--- src/rtl/pair_judge_if.sv ---
// Bundle of chooser-side inputs and judge results shared between the
// memory-card chooser/display side and the pair judge.
interface pair_judge_if #(
    parameter int FACE_W = 3
);
    logic [4:0]            choose_1;
    logic [4:0]            choose_2;
    logic                  C2;
    logic [16*FACE_W-1:0]  deck_faces;
    logic [15:0]           revealed;
    logic [15:0]           matched;
    logic [3:0]            score;
    logic [7:0]            misses;
    logic                  busy;
    logic                  result_valid;
    logic                  result_match;
    logic                  game_over;

    modport master (
        output choose_1, choose_2, C2, deck_faces,
        input  revealed, matched, score, misses, busy,
               result_valid, result_match, game_over
    );

    modport slave (
        input  choose_1, choose_2, C2, deck_faces,
        output revealed, matched, score, misses, busy,
               result_valid, result_match, game_over
    );
endinterface

--- src/rtl/pair_judge.sv ---
// Pair judge for the memory-card game: latches a completed pick from the
// chooser, shows both cards for SHOW_TICKS cycles, then scores the pair.
module pair_judge #(
    parameter int SHOW_TICKS = 4,
    parameter int FACE_W     = 3
) (
    input  logic         new_clk,
    input  logic         rst,
    pair_judge_if.slave  bus
);
    typedef enum logic [1:0] {
        IDLE    = 2'd0,
        SHOW    = 2'd1,
        RESOLVE = 2'd2,
        DONE    = 2'd3
    } state_t;

    state_t      state_reg;
    logic        c2_d_reg;
    logic [7:0]  timer_reg;
    logic [3:0]  idx_a_reg;
    logic [3:0]  idx_b_reg;
    logic [15:0] revealed_reg;
    logic [15:0] matched_reg;
    logic [3:0]  score_reg;
    logic [7:0]  misses_reg;
    logic        result_valid_reg;
    logic        result_match_reg;
    logic        game_over_reg;

    // Per-card face values unpacked from the flat deck bus.
    logic [FACE_W-1:0] faces [16];
    genvar gi;
    generate
        for (gi = 0; gi < 16; gi++) begin : g_face
            assign faces[gi] = bus.deck_faces[gi*FACE_W +: FACE_W];
        end
    endgenerate

    logic        c2_rise;
    logic        pick_valid;
    logic [15:0] pick_mask;
    logic [15:0] latched_mask;
    logic [15:0] matched_upd;
    logic        faces_equal;

    // Edge detect on C2 and validity of the pick currently offered.
    assign c2_rise      = bus.C2 & ~c2_d_reg;
    assign pick_valid   = ~bus.choose_1[4] & ~bus.choose_2[4]
                        & (bus.choose_1 != bus.choose_2)
                        & ~matched_reg[bus.choose_1[3:0]]
                        & ~matched_reg[bus.choose_2[3:0]];
    assign pick_mask    = (16'd1 << bus.choose_1[3:0]) | (16'd1 << bus.choose_2[3:0]);
    assign latched_mask = (16'd1 << idx_a_reg) | (16'd1 << idx_b_reg);
    assign matched_upd  = matched_reg | latched_mask;
    assign faces_equal  = (faces[idx_a_reg] == faces[idx_b_reg]);

    // Judge FSM: all outputs registered. The comparison result is captured
    // on the SHOW->RESOLVE edge so result_valid is high exactly while the
    // state is RESOLVE; the counters update on the edge leaving RESOLVE.
    always_ff @(posedge new_clk) begin
        if (rst) begin
            state_reg        <= IDLE;
            c2_d_reg         <= 1'b0;
            timer_reg        <= 8'd0;
            idx_a_reg        <= 4'd0;
            idx_b_reg        <= 4'd0;
            revealed_reg     <= 16'd0;
            matched_reg      <= 16'd0;
            score_reg        <= 4'd0;
            misses_reg       <= 8'd0;
            result_valid_reg <= 1'b0;
            result_match_reg <= 1'b0;
            game_over_reg    <= 1'b0;
        end else begin
            c2_d_reg         <= bus.C2;
            result_valid_reg <= 1'b0;
            case (state_reg)
                IDLE: begin
                    if (c2_rise && pick_valid) begin
                        idx_a_reg    <= bus.choose_1[3:0];
                        idx_b_reg    <= bus.choose_2[3:0];
                        timer_reg    <= 8'(SHOW_TICKS - 1);
                        revealed_reg <= matched_reg | pick_mask;
                        state_reg    <= SHOW;
                    end
                end
                SHOW: begin
                    if (timer_reg == 8'd0) begin
                        result_valid_reg <= 1'b1;
                        result_match_reg <= faces_equal;
                        state_reg        <= RESOLVE;
                    end else begin
                        timer_reg <= timer_reg - 8'd1;
                    end
                end
                RESOLVE: begin
                    if (result_match_reg) begin
                        matched_reg  <= matched_upd;
                        score_reg    <= score_reg + 4'd1;
                        revealed_reg <= matched_upd;
                        if (matched_upd == 16'hFFFF) begin
                            game_over_reg <= 1'b1;
                            state_reg     <= DONE;
                        end else begin
                            state_reg <= IDLE;
                        end
                    end else begin
                        if (misses_reg != 8'hFF) begin
                            misses_reg <= misses_reg + 8'd1;
                        end
                        revealed_reg <= matched_reg;
                        state_reg    <= IDLE;
                    end
                end
                DONE: begin
                    revealed_reg  <= 16'hFFFF;
                    game_over_reg <= 1'b1;
                end
                default: begin
                    state_reg <= IDLE;
                end
            endcase
        end
    end

    assign bus.revealed     = revealed_reg;
    assign bus.matched      = matched_reg;
    assign bus.score        = score_reg;
    assign bus.misses       = misses_reg;
    assign bus.busy         = (state_reg == SHOW) || (state_reg == RESOLVE);
    assign bus.result_valid = result_valid_reg;
    assign bus.result_match = result_match_reg;
    assign bus.game_over    = game_over_reg;
endmodule

--- src/flat_wrapper.sv ---
// flat-port wrapper written by rule: the top's interface ports become plain ports
module pair_judge_flat 
#(
    parameter int SHOW_TICKS = 4,
    parameter int FACE_W     = 3
)
  (new_clk, rst, bus_choose_1, bus_choose_2, bus_C2, bus_deck_faces, bus_revealed, bus_matched, bus_score, bus_misses, bus_busy, bus_result_valid, bus_result_match, bus_game_over);
  pair_judge_if #(.FACE_W(FACE_W)) bus_i ();
  input  logic new_clk;
  input  logic rst;
  input wire logic [$bits(bus_i.choose_1)-1:0] bus_choose_1;
  input wire logic [$bits(bus_i.choose_2)-1:0] bus_choose_2;
  input wire logic [$bits(bus_i.C2)-1:0] bus_C2;
  input wire logic [$bits(bus_i.deck_faces)-1:0] bus_deck_faces;
  output wire logic [$bits(bus_i.revealed)-1:0] bus_revealed;
  output wire logic [$bits(bus_i.matched)-1:0] bus_matched;
  output wire logic [$bits(bus_i.score)-1:0] bus_score;
  output wire logic [$bits(bus_i.misses)-1:0] bus_misses;
  output wire logic [$bits(bus_i.busy)-1:0] bus_busy;
  output wire logic [$bits(bus_i.result_valid)-1:0] bus_result_valid;
  output wire logic [$bits(bus_i.result_match)-1:0] bus_result_match;
  output wire logic [$bits(bus_i.game_over)-1:0] bus_game_over;
  assign bus_i.choose_1 = bus_choose_1;
  assign bus_i.choose_2 = bus_choose_2;
  assign bus_i.C2 = bus_C2;
  assign bus_i.deck_faces = bus_deck_faces;
  assign bus_revealed = bus_i.revealed;
  assign bus_matched = bus_i.matched;
  assign bus_score = bus_i.score;
  assign bus_misses = bus_i.misses;
  assign bus_busy = bus_i.busy;
  assign bus_result_valid = bus_i.result_valid;
  assign bus_result_match = bus_i.result_match;
  assign bus_game_over = bus_i.game_over;
  pair_judge #(.SHOW_TICKS(SHOW_TICKS), .FACE_W(FACE_W)) u_core (.new_clk(new_clk), .rst(rst), .bus(bus_i));
endmodule
--- config.mk ---
export PLATFORM = sky130hd
export DESIGN_NAME = pair_judge_flat
export DESIGN_NICKNAME = d
export VERILOG_FILES = /design/src/rtl/pair_judge_if.sv /design/src/rtl/pair_judge.sv /design/src/flat_wrapper.sv
export SDC_FILE = /design/constraint.sdc
export NUM_CORES = 1
export LEC_CHECK = 0
export CORE_MARGIN = 2
export CORE_UTILIZATION = 30
export CTS_BUF_LIST = sky130_fd_sc_hd__clkbuf_4 sky130_fd_sc_hd__clkbuf_8
export CTS_CLUSTER_SIZE = 14
export DETAILED_ROUTE_END_ITERATION = 16
export PLACE_DENSITY = 0.62
export SYNTH_ARGS = -nofsm -noshare
export SYNTH_HDL_FRONTEND = slang
export SYNTH_SLANG_ARGS = --single-unit
--- constraint.sdc ---
create_clock -name new_clk -period 2.3 [get_ports new_clk]
set_input_delay 0.23 -clock new_clk [delete_from_list [all_inputs] [get_ports new_clk]]
set_output_delay 0.23 -clock new_clk [all_outputs]
set_load 0.05 [all_outputs]
==> metrics.md <==
| Metric | Value |
|---|---|
| Status | `completed` |
| Initial Utilization | `30.8%` |
| Rel. slew slack | `55.6%` |
| Worst endpoint required time | `2.60 ns` |
| CTS Sinks | `66` |
| Clock buffer count from CTS | `9` |
| # H-tree levels | `3` |
| Setup CP Type | `reg2reg` |
| # IOs | `~110` |
| Initial antenna violation count | `0` |
| Clk pwr share | `28.0%` |
| Largest net degree at the start of global routing | `58` |
| Vias in the first global route | `5,116` |
| Site row count | `45` |
| Final setup fails | `0` |
| Layout Utilization | `a little under half` |
| Sequential power share | `around a third` |
| CP max stage cell | `or4_4` |
| Vias/cell | `5.57` |
| Fmax | `0.438 GHz` |
| ANT cells | `0` |
| Layout area overhead | `47.5%` |
| Commonest non-fill, non-tap cells in the layout | `clkdlybuf4s50_1 (104), buf_4 (89), dfxtp_1 (63), nor2_1 (53), mux4_2 (30)` |
| CTS tree | `done` |
| Clock slew at reported path FFs | `0.07 ns` |
| Slew @ Worst Pin | `0.666 ns` |
| Worst hold margin | `0.223 ns` |
| EDFF count, synth | `0` |
| GPL Wtd Cong | `0.977` |
| FILL cells | `1,477` |
| Non-Filler Instances | `around 900` |
| Core footprint | `~15,000 um^2` |
| Startpoint Class | `flip-flop` |
| Avg Cell Area, Syn | `9.15 um^2` |
| Share of layout cells above drive strength 1 | `between 20 and 30%` |
| Synth Flop Type | `dfxtp_1` |
| Setup TNS | `0 ns` |
| Pint | `0.00253 W` |
| DRT Pass-1 Iters | `4` |
| Root Driver | `clkbuf_8` |
| Placed cells | `about 880` |
| Syn Std Cell Area | `4720 um^2` |
| GRT Resource Usage Total | `a little over a fifth` |
| Power per Cell Area | `roughly 560 nW/um^2` |
| YS warnings | `0` |
| Final instance area | `~7000 um^2` |
| Syn_nets | `586` |
| Drt total wl | `roughly 17 mm` |
| First-pass GRT wire length | `27.2 mm` |
| Hold buffers post-CTS | `0` |
| Asr flop ratio synth | `0%` |
| Routed Antenna Nets | `0` |
| CP max stage delay | `0.53 ns` |
| DR vias | `5,022` |
| Cell count after synthesis | `516` |
| Final HPWL DP | `13.5 mm` |
| Fin. max-slew vios | `0` |
| DR WL/cell | `between 15 and 20 um` |
| Clk_lat worst skew | `0.36 ns` |
| Commonest non-fill, non-tap cell in the layout | `clkdlybuf4s50_1` |
| DIE WIDTH | `129 um` |
| Crit end category | `flip-flop` |
| Final Critical Period | `2.28 ns` |
| # Max-Cap Violations | `0` |
| Die Area | `around 17,000 um^2` |
| Combinational share of power | `38.6%` |
| Synth unique cells | `66` |
| Layout Skew | `0.00772 ns` |
| DRT iter0 DRCs | `371` |
| Clock Tree Buf Depth | `2` |
| Sequential-to-total area share from yosys stat | `28.0%` |
| # DRC | `0` |
| CP cell instances | `buf_12 > buf_4 > mux4_2 > a221oi_2 > xor2_1 > or4_4 > a21oi_2` |
| FF+latch count, synth | `66` |
| P_leak | `2.50 nW` |
| Final Hold Fails | `0` |
| Hold WC Path Type | `in2reg` |
| Max FO, Critical Path | `5` |
| Dpl cell area | `6600 um^2` |
| Grt ovf | `0` |
| IO Port Bufs | `108` |
| Die height | `approximately 130 um` |
| Final period util | `99.2%` |
| Switching pwr | `between 0.001 and 0.0015 W` |
| VDD IR max | `0.354 mV` |
| Layout net count | `755` |
| Critical Path AT | `2.58 ns` |
| Net Sw Frac | `35.6%` |
| Unrepaired setup endpoints after global routing | `yes` |
==> per-layer routing <==
metal  share of wire (%)  wire [um]  up-vias  global-route usage, %
met5                   0          0        -                      0
met4                 1.4        245        0                   5.19
met3                 5.7        979       21                   4.42
met2                  49       8390      181                   36.0
met1                  44       7620     2462                   26.7
li1                    -          -     2358                      -
==> through the flow <==
| stage | setup slack, ns | total power, W |
|---|---|---|
| final | 0.0184 | 0.00393 |
| after global routing | -0.0728 | 0.00412 |
| after CTS | 0.00396 | 0.00388 |
| after detailed placement | -0.377 | 0.00278 |
| after global placement | -0.339 | 0.00276 |
| after floorplan | 0.0184 | 0.00226 |
==> final cells by class <==
class | count | area (um^2) | share of cell area, %
flip-flops and latches | 66 | 1330 | 19.1
repair buffers | 206 | 1930 | 27.7
inverters | 10 | 37.5 | 0.539
well taps | 211 | 264 | 3.79
multi-input cells | 392 | 3190 | 45.8
clock inverters | 6 | 80.1 | 1.15
clock buffers | 10 | 138 | 1.98
==> worst max-delay path, delay by kind of cell, from the launching register on <==
kind                   cells  cell delay, ns
buffers and inverters      2            0.24
flip-flops                 1            0.39
multiplexers               1            0.50
XOR/XNOR                   1            0.12
AO/OA/AOI/OAI              2            0.44
AND/OR/NAND/NOR            1            0.53
==> path summary, 6_finish.rpt <==
path                            slack (ns)                 from                      end  cells after the start
worst max-delay path                  0.02  u_core.idx_a_reg[0]  u_core.bus.result_match                      7
worst min-delay path                  0.22                  rst  u_core.bus.result_valid                      2
worst max register to register        0.02  u_core.idx_a_reg[0]  u_core.bus.result_match                      7
worst min register to register        0.48  u_core.timer_reg[7]      u_core.timer_reg[7]                      2
==> power groups by stage <==
stage	Sequential (W)	Clock [W]	Combinational [W]
finish	0.00131	0.00110	0.00151
global route	0.00132	0.00117	0.00162
CTS	0.00131	0.00112	0.00145
detailed placement	0.00134	0	0.00144
global placement	0.00134	0	0.00142
floorplan	0.00157	0	0.000692
==> what timing repair did <==
| item | in CTS | in global routing |
|---|---|---|
| setup endpoints to repair | 3 | 31 |
| cloned | 0 | 2 |
| setup buffers | 0 | 2 |
| resized for setup | 8 | 15 |
| pin swaps | 0 | 10 |
==> kinds of logic (layout without fill, tap and decap cells) <==
group / after synthesis / count (layout) / share of synthesized area, %
flops: 66 / 66 / 28.0
compound gates: 150 / 150 / 23.3
simple gates: 170 / 170 / 19.3
buf+inv: 58 / 232 / 5.91
mux: 46 / 46 / 17.9
fa+ha+maj: 9 / 9 / 2.38
xor+xnor: 17 / 17 / 3.15
==> synth_stat cells, types with 4 or more instances <==
library cell | instances | share of area, %
buf_2 | 7 | 0.74
nor4_1 | 16 | 2.1
dfxtp_1 | 66 | 28
inv_1 | 10 | 0.79
and2_1 | 12 | 1.6
o22ai_1 | 16 | 2.1
xor2_1 | 14 | 2.6
mux2i_1 | 11 | 2.3
and3_1 | 5 | 0.66
mux4_2 | 30 | 14
nor2b_1 | 15 | 2.0
a221oi_1 | 29 | 5.4
nand2_1 | 14 | 1.1
nand2b_1 | 4 | 0.53
nor3_1 | 16 | 1.7
nand4_1 | 9 | 1.2
a211oi_1 | 15 | 2.4
o21ai_0 | 15 | 1.6
nand3_1 | 5 | 0.53
a22o_1 | 9 | 1.7
a21oi_1 | 30 | 3.2
mux2_2 | 4 | 0.95
ha_1 | 9 | 2.4
nor3b_1 | 4 | 0.64
buf_6 | 6 | 1.4
nor2_1 | 53 | 4.2
a311oi_1 | 5 | 0.93
clkbuf_1 | 31 | 2.5
Note: power is estimated with default switching activity, not from simulation.
==> patch 1 (config.mk and constraints unchanged) <==
`FACE_W` is set to 3 in 3 places; all go to 6.
--- a/src/rtl/pair_judge_if.sv
+++ b/src/rtl/pair_judge_if.sv
@@ -1,7 +1,7 @@
 // Bundle of chooser-side inputs and judge results shared between the
 // memory-card chooser/display side and the pair judge.
 interface pair_judge_if #(
-    parameter int FACE_W = 3
+    parameter int FACE_W = 6
 );
     logic [4:0]            choose_1;
     logic [4:0]            choose_2;
--- a/src/rtl/pair_judge.sv
+++ b/src/rtl/pair_judge.sv
@@ -2,7 +2,7 @@
 // chooser, shows both cards for SHOW_TICKS cycles, then scores the pair.
 module pair_judge #(
     parameter int SHOW_TICKS = 4,
-    parameter int FACE_W     = 3
+    parameter int FACE_W     = 6
 ) (
     input  logic         new_clk,
     input  logic         rst,
--- a/src/flat_wrapper.sv
+++ b/src/flat_wrapper.sv
@@ -2,7 +2,7 @@
 module pair_judge_flat 
 #(
     parameter int SHOW_TICKS = 4,
-    parameter int FACE_W     = 3
+    parameter int FACE_W     = 6
 )
   (new_clk, rst, bus_choose_1, bus_choose_2, bus_C2, bus_deck_faces, bus_revealed, bus_matched, bus_score, bus_misses, bus_busy, bus_result_valid, bus_result_match, bus_game_over);
   pair_judge_if #(.FACE_W(FACE_W)) bus_i ();
Interface: changed (resized bus_deck_faces); port bits go from 109 to 157. No check against the original RTL was run, so the function may have changed too.
==> patch 1 against the unedited design <==
Synthesized area increased by 12%. Non-clock buffer count is 77 higher. Largest cell class unchanged. Sequential power shrank 5%. Final area increased by 23%. Die area rose by 12%. Combinational power increased by 4%. Critical path depth increased by 1. Routed wire length increased by 23%. Synthesized cell count increased by 6.2%. Sequential share of layout area shrank 3.2 points. Setup slack got worse by 0.012 ns. Sequential cell count is the same. Total power decreased by 2.2%.
==> patch 1: results (changes against the unedited design) <==
yosys warns 0 (unchanged); Clk Latency, worst-skew pair 0.37 ns; HPWL Detailed 16500 microns (+22%); Max VDD drop 0.000369 V (+4.2%); global-route wire length before repair 33100 microns (+22%); Leak 3.08 nW (+23%); P_comb 1.57 mW (+4%); vias in the first global route 6016 (+18%); Synth Area in XOR/XNOR 2.80% (-0.35 points); Worst-path clk slew 0.08 ns; largest net degree at the start of global routing 37 (-36%); switch share 34.4% (-1.2 points); status completed; Vias 5916 (+18%); Final Skew 0.0107 ns (+0.00301 ns); DR iter-0 viols 387 (+4.3%); Tot GR Track Use 23.0% (+2.2 points); PortBufs 156 (+44%); FF-to-FF path depth 8 (+1); CP max-delay cell mux4_2; H-tree levels 3 (unchanged); CP arrival 2.56 ns (-0.02 ns); top cells by area, synth dfxtp_1 25%, mux4_2 24%, a221oi_1 5.1%; hold_sp bus_choose_2[1]; drt first pass iters 5 (+1); Synth async-reset ratio 0% (unchanged); critical path's largest stage delay 0.50 ns (-0.03 ns); predominant post-synthesis flop cell dfxtp_1; Synth Area in Adders 2.12% (-0.26 points); Fillers 1581 (+7.0%); Reg power frac 32.7% (-0.8 points); mux cell area share after synthesis 26.0% (+8.1 points); row cnt 48 (+6.7%); initial antenna violation count 0 (unchanged); routed len/inst 20.7 microns (+8.5%); worst hold path class in2reg; worst-path fanout max 7 (+2); Clock Tree Buf Depth 2 (unchanged); fin nets 909 (+20%); ANT cells 0 (unchanged); CTS Buf Count 9 (unchanged); Seq/Total Area, Yosys 24.9% (-3.1 points); Synth cell types 66 (unchanged); Root Buffer Master clkbuf_8; compound-gate portion of the synthesized area 24.2% (+0.91 points); Worst Setup SP u_core.idx_a_reg[0]; Worst Hold Path Cells 3 (+1); Slew Limit Headroom 58.1% (+2.5 points); GP Congestion 0.958 (-2.0%); commonest cells in the synthesized netlist 66 x dfxtp_1, 58 x nor2_1, 56 x mux4_2; Post-Syn Nets 666 (+14%); share of cells above drive strength 1 33.4% (+7.9 points)
-- patch 1: cell types whose count changed in the layout (fill, tap and decap cells not counted), moves of 17 or more --
cell             change
mux4_2              +26
clkdlybuf4s50_1     +45
dfxtp_1             -17
buf_4               +18
-- patch 1: area by class of cell --
type | instances | area (sq um) | share of cell area [%]
multi-input cells | 418 | 3960 | 46.4
flip-flops and latches | 66 | 1360 | 15.9
repair buffers | 283 | 2700 | 31.6
inverters | 13 | 48.8 | 0.571
clock inverters | 5 | 53.8 | 0.630
clock buffers | 11 | 145 | 1.70
well taps | 225 | 282 | 3.30
-- patch 1: worst paths after layout --
path | endpoint | slack (ns)
setup reg to reg | u_core.bus.result_match | 0.006
hold reg to reg | u_core.bus.revealed[7] | 0.45
setup / recovery | u_core.bus.result_match | 0.006
hold / removal | u_core.idx_b_reg[1] | 0.28
-- patch 1: stage by stage --
step | TNS [ns] | power (mW) | setup WS, ns | instances | instance area [sq um]
2_1_floorplan | 0 | 2.09 | 0.0335 | 548 | 5340
3_3_place_gp | -16.83 | 2.65 | -0.591 | 991 | 7890
3_5_place_dp | -18.20 | 2.68 | -0.646 | 991 | 7890
4_1_cts | -0.00946 | 3.77 | -0.00946 | 1017 | 8340
5_1_grt | -0.123 | 4.03 | -0.0848 | 1021 | 8540
6_report | 0 | 3.84 | 0.00625 | 1021 | 8540
-- patch 1: metal layers --
| layer | GRT usage (%) | up-vias | routed length [microns] |
|---|---|---|---|
| li1 | - | 2689 | - |
| met1 | 30.8 | 2933 | 9280 |
| met2 | 37.3 | 252 | 10000 |
| met3 | 4.63 | 42 | 1290 |
| met4 | 6.99 | 0 | 584 |
| met5 | 0 | - | 0 |
-- patch 1: worst max-delay path: cells and delay by family, from the launching register on --
family / cells / cell delay [ns]
buffers and inverters: 2 / 0.27
DFF: 1 / 0.37
and+or+nand+nor: 1 / 0.08
xor gates and xnor gates: 1 / 0.28
AOI/OAI and AO/OA: 3 / 0.69
muxes: 1 / 0.50
-- patch 1: what timing repair did --
item                                    4_1_cts  5_1_grt
setup buffers                                 9        3
endpoints found under the setup margin       35       36
gates resized for setup                      41       32
cloned                                        1        1
hold buffers                                  0        0
pin swaps                                    15       13
-- patch 1: logic make-up (layout without fill, tap and decap cells) --
kind of cell | Yosys count | after routing
xor gates and xnor gates | 17 | 17
muxes | 68 | 68
buffers and inverters | 64 | 312
DFF | 66 | 66
adders and majority gates | 9 | 9
and+or+nand+nor | 154 | 154
AOI/OAI and AO/OA | 170 | 170
==> patch 2 (config.mk and constraints unchanged) <==
Made on the original files. Encoding of `state_t`: now one-hot (4 bits for 4 states).
--- a/src/rtl/pair_judge.sv
+++ b/src/rtl/pair_judge.sv
@@ -8,11 +8,11 @@
     input  logic         rst,
     pair_judge_if.slave  bus
 );
-    typedef enum logic [1:0] {
-        IDLE    = 2'd0,
-        SHOW    = 2'd1,
-        RESOLVE = 2'd2,
-        DONE    = 2'd3
+    typedef enum logic [3:0] {
+        IDLE    = 4'b0001,
+        SHOW    = 4'b0010,
+        RESOLVE = 4'b0100,
+        DONE    = 4'b1000
     } state_t;
 
     state_t      state_reg;
Function: same outputs for any inputs over 4 cycles, from zero or initial values and one cycle with rst high; so few cycles prove little.
==> patch 2 against the unedited design <==
Highest routed layer unchanged. Final cell count is 4.4% higher. Final area is 0.32% higher. Sequential cell count is 2 higher. Critical path type unchanged. Die area is 0.95% higher. Routed wire length is 5.4% higher. Setup slack better by 0.035 ns. Synthesized area is 0.98% higher. Count of clock-buffer cells in the layout is 3 higher.
Power is not compared: it rests on default switching activity, and its combinational part moved more than twofold at a synthesized area within 25%.
==> patch 2: results (changes against the unedited design) <==
status completed; Final Skew 0.00963 ns (+0.00191 ns); worst-path fanout max 6 (+1); Post-Route WL 18200 microns (+5.4%); ANT cells 0 (unchanged); PortBufs 108 (unchanged); Worst Tran Pin Value 0.684 ns (+0.0176 ns); Leak 2.66 nW; FF-to-FF path depth 8 (+1); Place WS -0.405 ns (-0.0277 ns); CTS Buf Count 9 (unchanged); global-route wire length before repair 28400 microns (+4.2%); Cell Count, Final, Fillers Out 941 (+4.4%); Post-Syn Nets 596 (+1.7%); GP Congestion 0.966 (-1.1%); largest net degree at the start of global routing 30 (-48%); initial antenna violation count 0 (unchanged); worst hold path class in2reg; Synth async-reset ratio 0% (unchanged); Root Buffer Master clkbuf_8; M1 wire length 8170 microns (+7.3%); DR iter-0 viols 312 (-16%); fin nets 786 (+4.1%); Max VDD drop 0.000242 V; top cells by area, synth dfxtp_1 29%, mux4_2 12%, nand2_1 3.9%; most frequent cell after synthesis dfxtp_1; dpl cell area 6760 sq um (+2.3%); Synth cell types 70 (+6.1%); met2 WL 8470 microns (+1.0%); Fillers 1509 (+2.2%); cell count after placement 925 (+5.0%); yosys warns 0 (unchanged); Clock Tree Buf Depth 2 (unchanged); H-tree levels 3 (unchanged); Synth Area per Inst 9.00 sq um (-1.7%); vias in the first global route 5162 (+0.90%); vias per inst 5.44 (-2.4%); CP arrival 2.52 ns (-0.06 ns); Detail Route met3 WL 1000 microns (+2.3%); Seq/Total Area, Yosys 28.5% (+0.57 points); DR top layer met4; commonest cells in the synthesized netlist 68 x dfxtp_1, 49 x nand2_1, 48 x nor2_1; setup bufs post-CTS 0 (unchanged); Worst Hold Path Cells 3 (+1); drt first pass iters 5 (+1); Worst-path clk slew around 0.08 ns; Tot GR Track Use 22.1% (+1.2 points); HPWL Detailed 14300 microns (+5.8%); share of cells above drive strength 1 25.2% (-0.27 points)
-- patch 2: final timing paths --
path                            slack [ns]                      end               startpoint
worst min register to register        0.47  u_core.bus.revealed[10]  u_core.bus.revealed[10]
worst max-delay path                  0.05      u_core.state_reg[0]      u_core.idx_b_reg[2]
worst max register to register        0.05      u_core.state_reg[0]      u_core.idx_b_reg[2]
worst min-delay path                  0.36    u_core.bus.matched[6]                      rst
-- patch 2: layout make-up --
cell class                      instances  area, sq um  area share (%)
Multi-Input combinational cell        410         3170            45.4
Timing Repair Buffer                  217         1930            27.6
Sequential cell                        68         1370            19.6
Tap cell                              216          270            3.87
Clock buffer                           13          166            2.38
Inverter                               14         52.6           0.752
Clock inverter                          3         21.3           0.304
-- patch 2: cells by family after synthesis --
logic type / count (synthesis) / share of synthesized area [%]
adder cells (fa/ha/maj): 5 / 1.31
AND/OR/NAND/NOR: 196 / 22.0
multiplexers: 41 / 16.9
flip-flops: 68 / 28.5
buffers and inverters: 52 / 5.56
AO/OA/AOI/OAI: 153 / 23.0
XOR/XNOR: 15 / 2.75
-- patch 2: critical path: stages, from the launching register on --
cell,delay [ns]
dfxtp_2,0.37
buf_4,0.15
nor2b_1,0.16
buf_4,0.16
a221oi_1,0.07
nor4_1,0.36
nand4_1,0.13
or4_4,0.49
a41o_1,0.26
-- patch 2: repair_timing --
action,in CTS,in global routing
endpoints found under the setup margin,6,20
pin swaps,0,1
gates resized for setup,7,11
-- patch 2: where the power goes --
group,leakage (nW),internal [mW],total [mW],switching (mW)
registers,0.553,1.19,1.21,0.0191
logic,2.01,0.306,0.583,0.276
clock network,0.0965,0.475,0.972,0.497
-- patch 2: routing by layer --
layer  vias up  track usage (%)
met4         0             9.55
met1      2478             29.2
met3        35             3.65
li1       2418                -
met2       189             35.6
met5         -                0
